**src/rtl/cpu_types_pkg.sv**
```systemverilog
// Shared types for the cache/RAM arbitration slice: RAM status, data word, arbiter state.
// Latency: n/a (types and default parameters only).
// Backpressure: n/a.
package cpu_types_pkg;

    typedef logic [31:0] word_t;

    // RAM port status as reported by the RAM model each cycle.
    typedef enum logic [1:0] {
        FREE   = 2'd0,
        BUSY   = 2'd1,
        ACCESS = 2'd2,
        ERROR  = 2'd3
    } ramstate_t;

    // Which master currently owns the shared RAM port.
    typedef enum logic [1:0] {
        IDLE = 2'd0,
        IGNT = 2'd1,
        DGNT = 2'd2
    } arb_state_t;

    localparam int unsigned BURST_LEN_DEF    = 2;
    localparam int unsigned STARVE_LIMIT_DEF = 4;

endpackage

```
**src/rtl/mem_arbiter_if.sv**
```systemverilog
// Bundle of icache, dcache and RAM-side signals around the shared RAM port.
// Latency: n/a (wiring only).
// Backpressure: iwait/dwait stall the caches; ramstate stalls the arbiter.
// Modports: slave = arbiter view, master = caches + RAM environment view.
interface mem_arbiter_if;
    import cpu_types_pkg::*;

    // icache side
    logic      iREN;
    word_t     iaddr;
    logic      iwait;
    word_t     iload;
    // dcache side
    logic      dREN;
    logic      dWEN;
    word_t     daddr;
    word_t     dstore;
    logic      dwait;
    word_t     dload;
    // RAM side
    logic      ramREN;
    logic      ramWEN;
    word_t     ramaddr;
    word_t     ramstore;
    word_t     ramload;
    ramstate_t ramstate;

    modport slave (
        input  iREN, iaddr, dREN, dWEN, daddr, dstore, ramload, ramstate,
        output iwait, iload, dwait, dload, ramREN, ramWEN, ramaddr, ramstore
    );

    modport master (
        output iREN, iaddr, dREN, dWEN, daddr, dstore, ramload, ramstate,
        input  iwait, iload, dwait, dload, ramREN, ramWEN, ramaddr, ramstore
    );

endinterface

```
**src/rtl/mem_arbiter.sv**
```systemverilog
// Grants the single RAM port to the icache or dcache; dcache blocks held atomically, icache aged.
// Latency: 1 arbitration cycle before RAM enables, plus RAM latency; 1 idle cycle on release.
// Backpressure: iwait/dwait stay high until ramstate=ACCESS for the owner; ERROR is a stall.
// Ports: CLK, nRST (async active-low); bus (slave modport) carries cache and RAM
// handshakes; err_cnt reports saturating count of RAM ERROR cycles.
module mem_arbiter
    import cpu_types_pkg::*;
#(
    parameter int unsigned BURST_LEN    = BURST_LEN_DEF,
    parameter int unsigned STARVE_LIMIT = STARVE_LIMIT_DEF
) (
    input  logic            CLK,
    input  logic            nRST,
    mem_arbiter_if.slave    bus,
    output logic [15:0]     err_cnt
);

    localparam int unsigned BW = $clog2(BURST_LEN) + 1;
    // burst_cnt reaching BURST_LEN is detected one word early so it never has to hold that value.
    localparam logic [BW-1:0] BURST_LAST = BW'(BURST_LEN - 1);
    localparam logic [2:0]    STARVE_LIM = 3'(STARVE_LIMIT);

    arb_state_t    state_q,  state_d;
    logic [BW-1:0] burst_q,  burst_d;
    logic [2:0]    starve_q, starve_d;
    logic [15:0]   err_q,    err_d;

    logic dreq;
    logic word_done;

    assign dreq      = bus.dREN | bus.dWEN;
    assign word_done = (bus.ramstate == ACCESS);
    assign err_cnt   = err_q;

    always_ff @(posedge CLK or negedge nRST) begin
        if (!nRST) begin
            state_q  <= IDLE;
            burst_q  <= '0;
            starve_q <= '0;
            err_q    <= '0;
        end else begin
            state_q  <= state_d;
            burst_q  <= burst_d;
            starve_q <= starve_d;
            err_q    <= err_d;
        end
    end

    // Next-state, burst and aging counters.
    always_comb begin
        state_d  = state_q;
        burst_d  = burst_q;
        starve_d = starve_q;

        case (state_q)
            IDLE: begin
                burst_d = '0;
                if (bus.iREN && (starve_q >= STARVE_LIM)) begin
                    state_d = IGNT;
                end else if (dreq) begin
                    state_d = DGNT;
                    // icache lost this arbitration
                    if (bus.iREN && (starve_q != 3'd7)) begin
                        starve_d = starve_q + 3'd1;
                    end
                end else if (bus.iREN) begin
                    state_d = IGNT;
                end
            end
            IGNT: begin
                if (!bus.iREN || word_done) begin
                    state_d = IDLE;
                end
            end
            DGNT: begin
                if (!dreq) begin
                    state_d = IDLE;
                    burst_d = '0;
                end else if (word_done) begin
                    if (burst_q == BURST_LAST) begin
                        state_d = IDLE;
                        burst_d = '0;
                    end else begin
                        burst_d = burst_q + 1'b1;
                    end
                end
            end
            default: begin
                state_d = IDLE;
                burst_d = '0;
            end
        endcase

        if (!bus.iREN || ((state_d == IGNT) && (state_q != IGNT))) begin
            starve_d = '0;
        end
    end

    always_comb begin
        err_d = err_q;
        if ((bus.ramstate == ERROR) && (err_q != 16'hFFFF)) begin
            err_d = err_q + 16'd1;
        end
    end

    // RAM-side mux and cache responses, driven only from the registered owner so
    // two masters can never be presented in the same cycle.
    always_comb begin
        bus.ramREN   = 1'b0;
        bus.ramWEN   = 1'b0;
        bus.ramaddr  = '0;
        bus.ramstore = '0;
        bus.iwait    = 1'b1;
        bus.dwait    = 1'b1;
        bus.iload    = '0;
        bus.dload    = '0;

        case (state_q)
            IGNT: begin
                bus.ramREN  = bus.iREN;
                bus.ramaddr = bus.iaddr;
                bus.iload   = bus.ramload;
                bus.iwait   = !word_done;
            end
            DGNT: begin
                // a simultaneous read and write request is treated as a write
                bus.ramWEN   = bus.dWEN;
                bus.ramREN   = bus.dREN & ~bus.dWEN;
                bus.ramaddr  = bus.daddr;
                bus.ramstore = bus.dstore;
                bus.dload    = bus.ramload;
                bus.dwait    = !word_done;
            end
            default: begin
            end
        endcase
    end

endmodule

```
**src/flat_wrapper.sv**
```systemverilog
// flat-port wrapper written by rule: the top's interface ports become plain ports
module mem_arbiter_flat import cpu_types_pkg::*;
#(
    parameter int unsigned BURST_LEN    = BURST_LEN_DEF,
    parameter int unsigned STARVE_LIMIT = STARVE_LIMIT_DEF
)
  (CLK, nRST, err_cnt, bus_iREN, bus_iaddr, bus_dREN, bus_dWEN, bus_daddr, bus_dstore, bus_ramload, bus_ramstate, bus_iwait, bus_iload, bus_dwait, bus_dload, bus_ramREN, bus_ramWEN, bus_ramaddr, bus_ramstore);
  mem_arbiter_if bus_i ();
  input  logic CLK;
  input  logic nRST;
  output logic [15:0] err_cnt;
  input wire logic [$bits(bus_i.iREN)-1:0] bus_iREN;
  input wire logic [$bits(bus_i.iaddr)-1:0] bus_iaddr;
  input wire logic [$bits(bus_i.dREN)-1:0] bus_dREN;
  input wire logic [$bits(bus_i.dWEN)-1:0] bus_dWEN;
  input wire logic [$bits(bus_i.daddr)-1:0] bus_daddr;
  input wire logic [$bits(bus_i.dstore)-1:0] bus_dstore;
  input wire logic [$bits(bus_i.ramload)-1:0] bus_ramload;
  input wire logic [$bits(bus_i.ramstate)-1:0] bus_ramstate;
  output wire logic [$bits(bus_i.iwait)-1:0] bus_iwait;
  output wire logic [$bits(bus_i.iload)-1:0] bus_iload;
  output wire logic [$bits(bus_i.dwait)-1:0] bus_dwait;
  output wire logic [$bits(bus_i.dload)-1:0] bus_dload;
  output wire logic [$bits(bus_i.ramREN)-1:0] bus_ramREN;
  output wire logic [$bits(bus_i.ramWEN)-1:0] bus_ramWEN;
  output wire logic [$bits(bus_i.ramaddr)-1:0] bus_ramaddr;
  output wire logic [$bits(bus_i.ramstore)-1:0] bus_ramstore;
  assign bus_i.iREN = bus_iREN;
  assign bus_i.iaddr = bus_iaddr;
  assign bus_i.dREN = bus_dREN;
  assign bus_i.dWEN = bus_dWEN;
  assign bus_i.daddr = bus_daddr;
  assign bus_i.dstore = bus_dstore;
  assign bus_i.ramload = bus_ramload;
  assign bus_i.ramstate = bus_ramstate;
  assign bus_iwait = bus_i.iwait;
  assign bus_iload = bus_i.iload;
  assign bus_dwait = bus_i.dwait;
  assign bus_dload = bus_i.dload;
  assign bus_ramREN = bus_i.ramREN;
  assign bus_ramWEN = bus_i.ramWEN;
  assign bus_ramaddr = bus_i.ramaddr;
  assign bus_ramstore = bus_i.ramstore;
  mem_arbiter #(.BURST_LEN(BURST_LEN), .STARVE_LIMIT(STARVE_LIMIT)) u_core (.CLK(CLK), .nRST(nRST), .bus(bus_i), .err_cnt(err_cnt));
endmodule
```
**config.mk**
```make
export PLATFORM = sky130hd
export DESIGN_NAME = mem_arbiter_flat
export DESIGN_NICKNAME = d
export VERILOG_FILES = /design/src/rtl/cpu_types_pkg.sv /design/src/rtl/mem_arbiter_if.sv /design/src/rtl/mem_arbiter.sv /design/src/flat_wrapper.sv
export SDC_FILE = /design/constraint.sdc
export NUM_CORES = 1
export LEC_CHECK = 0
export CAP_MARGIN = 30
export CORE_AREA = 3 3 109 111
export DETAILED_ROUTE_END_ITERATION = 8
export DIE_AREA = 0 0 112 114
export PLACE_DENSITY = 0.78
export SYNTH_ARGS = -nofsm -noshare
export SYNTH_HDL_FRONTEND = slang
export SYNTH_SLANG_ARGS = --single-unit
```
**constraint.sdc**
```tcl
create_clock -name CLK -period 2.1 [get_ports CLK]
set_clock_uncertainty 0.15 [all_clocks]
set_input_delay 0.21 -clock CLK [delete_from_list [all_inputs] [get_ports CLK]]
set_output_delay 0.21 -clock CLK [all_outputs]
set_load 0.05 [all_outputs]
```
# Yosys cells after proc, flatten, opt, wreduce, memory -nomap -nowiden
# Cells that the tools add are included.
# word_totals
wordCells	62
in_bits	135
reg_bits	23
out_inout_bits	148
# classes
order_cmp	1
n_reduce_logical	14
eq_ne	11
addsub	3
bitwise	4
mux	25
# op_table
cell	n
$mux 32	3
$pmux 32 s2	1
$mux 2	10
$add 16x1->16 const B	1
$ne 16x16->1 const B	1
$mux 3	5
$eq 2x1->1 const B	3
$eq 2x2->1 const B	3
$ne 3x3->1 const B	2
$pmux 2 s3	1
$reduce_bool 2->1	3
$logic_and 1x1->1	4
$pmux 2 s2	1
$reduce_and 4->1	1
$add 3x1->3 const B	1
$ge 3x3->1 const B	1
$mux 1	3
$add 2x1->2 const B	1
$logic_not 1->1	2
$logic_not 2->1	1
$logic_or 1x1->1	2
$ne 2x1->1 const B	1
$ne 2x2->1 const B	1
$not 1->1	2
4 further kinds	4

# Longest topological paths before layout
# logic_depth
ltp_word	10
ltp_mapped	7
depth_no_buf	6

# Worst setup path after synthesis
# OpenSTA, ideal clock, no wires.
# synth_path
kind	flip-flop to output port
start	register u_core.state_q[0]
end	output bus_ramREN
setup_slack_ps	-466
required_ps	1740
n_path_buf	2
path_stages_with_launch	7
t_arrival_ps	2206
cell_sequence	dfrtp_1 -> inv_1 -> ha_1 -> buf_6 -> clkbuf_1 -> nand3b_1 -> a21boi_0
# synth_between
elab_chain_cells	2
word_cells_on_any_way	3
classes_between	eq/ne: 2; mux: 1
# synth_lines
element	line_no	source
start: declaration	mem_arbiter.sv:23	arb_state_t state_q, state_d;
start signal: assignment	mem_arbiter.sv:42	state_q <= state_d;
$eq 2x2->1 / $eq 2x1->1 (equally long branches)	mem_arbiter.sv:118	case (state_q)
$pmux 1 s2 (*)	mem_arbiter.sv:118	
end: declaration	flat_wrapper.sv:24	output wire logic [$bits(bus_i.ramREN)-1:0] bus_ramREN;
# Mark *: on every way between the ends. The rest lies on a longest branch, timed or not.

# Final worst setup path
# layout_path
start	register u_core.state_q[0]
end	output bus_ramaddr[19]
# layout_between
elab_chain_cells	2
word_cells_on_any_way	3
classes_between	eq/ne: 2; mux: 1
# layout_lines
element	line_no	source
$eq 2x2->1 / $eq 2x1->1 (equally long branches)	mem_arbiter.sv:118	
$pmux 32 s2 (*)	mem_arbiter.sv:118	
end: declaration	flat_wrapper.sv:26	output wire logic [$bits(bus_i.ramaddr)-1:0] bus_ramaddr;
# Marked as above.

==> metrics.txt <==
Hold Fails Final Rpt=0; critical path data required time=1.74 ns; Initial Util=22.32%; H-tree depth=1; io pins=between 200 and 300; clock sink count=23; Synth-to-Final Area Change=192.6%; final worst setup slack=around 0.041 ns; Post-layout nets=722; port buffer count=between 200 and 300; Worst Setup End Kind=primary output; P_int=0.004625 W; GP Congestion=0.9108; min cycle time layout=between 2 and 2.5 ns; CP max stage cell=dfrtp_2; FP Rows=38; post-DP HPWL=12.60 mm; CP Max Fanout=41; max cap viols=0; Reg power frac=7.0%; Overall Global Routing Usage=22.83%; unrepaired setup endpoints after global routing=true; delay-heaviest family, CP=buffers and inverters; largest net degree at the start of global routing=42; part of the power in combinational logic=90.1%; worst rel slew slack=64.66%; Syn Nets=444; Netlist cell types=44; cell-by-cell trace of the critical path=inv_2, ha_4, buf_12, a22oi_1, nor2b_2, buf_12; CTS tree=built; async set or reset register ratio after synthesis=100.0%; most frequent CP cell=buf_12; synth warn=0; status=finished clean; Ant. Diodes=0; Crit Path Class=reg2out; fin. max-slew vios=0; Post-Synthesis Cells=302; initial antenna violation count=0; Seq/Total Area, Yosys=between 20% and 30%; syn_area_per_cell=8.046 µm²; Min-Delay Path Class=in2async; Cell Count, Final, Fillers Out=just over 700; most frequent cells in the layout=clkdlybuf4s50_1 (149), buf_12 (135), and2_1 (71); Post-CTS Hold Fix Bufs=0; Post-synth EDFFs=0; die height=between 100 and 150 µm; Max clock buf depth=2; WL final=15.22 mm; Lkg Pwr=2.867 nW; placed instance count=slightly above 700; global-route wire length before repair=between 20 and 25 mm; DRT Pass-1 Iters=4; gr ovfl total=0; vias per cell=4.616; Final Core Density=65.31%; die area=12770 µm²; setup TNS=0 ns; clk_lat worst skew=0.27 ns; core area=10890 µm²; cell area after synthesis=2430 µm²; sw frac=50.66%; CP bufs+invs=3; PD cells=1318 nW/µm²; pre-CTS setup slack=0.1228 ns; post-route clock period utilization=a little over nine tenths; clock power share=2.9%; critical path data arrival time=around 1.7 ns; endpoints failing setup=0; Root Driver=clkbuf_8; share of layout cells above drive strength 1=39.55%; crit start category=flip-flop; vias in the first global route=3567; total CTS buffers=3; leading cell type in the layout, fill and taps excluded=clkdlybuf4s50_1; Worst path max stage delay=0.45 ns; DRT iter0 DRCs=188; total number of vias=3319; DRC=0; NetSw=approximately 0.0047 W; Max Fclk=485.7 MHz; flip-flop and latch count after synthesis=23; CTS clk-pin slew, worst paths=0.08 ns; Worst-Margin Slew=around 0.53 ns; Die Width=112 µm; per-cell routed wire length=21.16 µm; Top FF cell, synth=dfrtp_1; Routed Antenna Nets=0; Worst VDD drop=between 0.8 and 0.9 mV
-- routing by layer --
layer	global-route usage [%]	part of all wire (%)	up-vias
met2	41.33	52	127
met3	8.647	9.3	10
met1	26.32	38	1590
met5	0	0	-
li1	-	-	1592
met4	3.205	1.2	0
-- cells by family after synthesis --
logic type	share of synthesized area [%]
simple gates	44.85
compound gates	16.37
buf+inv	4.325
flops	23.69
xor+xnor	5.407
fa+ha+maj	3.604
mux	1.751
-- cell usage after synthesis (3+ instances only) --
master     number  area (µm²)
o21ai_0         4       20.02
nand3_1         6       30.03
nor3_1          3       15.01
nor2_1          5       18.77
nor2b_1        32       200.2
ha_1            7       87.58
inv_1           4       15.01
xnor2_1        14       122.6
a211oi_1        3       22.52
o2111ai_1       3       26.28
nand2_1        10       37.54
and2_1         98       613.1
dfrtp_1        23       575.6
clkbuf_1       21       78.83
a22oi_1        33       247.7
-- worst register-to-register path: stages, from the launching register on --
cell and delay [ns]:
dfrtp_2 0.42, inv_2 0.07, ha_4 0.19, buf_4 0.15, o21ai_2 0.09, nor3_1 0.10
o31a_1 0.32, a211oi_1 0.26
-- through the flow --
step / hold slack [ns] / instance area (µm²) / power, W
global route: 0.1791 / 7111 / 0.009700
floorplan: -0.2356 / 2511 / 0.004690
global placement: 0.3173 / 6840 / 0.008691
CTS: 0.1563 / 6999 / 0.009289
detailed placement: 0.3309 / 6840 / 0.008779
finish: 0.1523 / 7111 / 0.009374
-- power by group through the flow --
stage | clock (W) | sequential (W) | combinational (W)
2_1_floorplan | 0 | 0.000809 | 0.00388
3_3_place_gp | 0 | 0.000642 | 0.00805
3_5_place_dp | 0 | 0.000648 | 0.00813
4_1_cts | 0.000283 | 0.000647 | 0.00836
5_1_grt | 0.000297 | 0.000662 | 0.00874
6_report | 0.000274 | 0.000652 | 0.00845
-- repair_timing --
action                                  4_1_cts  5_1_grt
gates resized for setup                       6       36
endpoints found under the setup margin       39       88
buffers inserted                              2        1
gates cloned                                  2        0
-- flip-flops by register name, indices dropped and copies added (netlist names) --
name,count
u_core.err_cnt,16
u_core.burst_q,2
u_core.starve_q,3
u_core.state_q,2
-- area by class of cell --
class	instances	area, µm²
Timing Repair Buffer	295	4330
Tap cell	140	175.2
Clock buffer	3	41.29
Sequential cell	23	579.3
Inverter	4	15.01
Fill cell	841	3777
Clock inverter	1	5.005
Multi-Input combinational cell	253	1964
-- worst paths after layout --
kind | start | to | slack, ns | cells past startpoint
worst max-delay path | u_core.state_q[0] | bus_ramaddr[19] | 0.04 | 6
worst min-delay path | nRST | u_core.err_cnt[1] | 0.15 | 2
worst max register to register | u_core.state_q[0] | u_core.starve_q[0] | 0.26 | 7
worst min register to register | u_core.err_cnt[13] | u_core.err_cnt[13] | 0.35 | 1
max in group asynchronous | nRST | u_core.state_q[1] | 1.41 | 2
min in group CLK | u_core.err_cnt[13] | u_core.err_cnt[13] | 0.35 | 1
No activity file was read; power rests on OpenSTA's default activity.
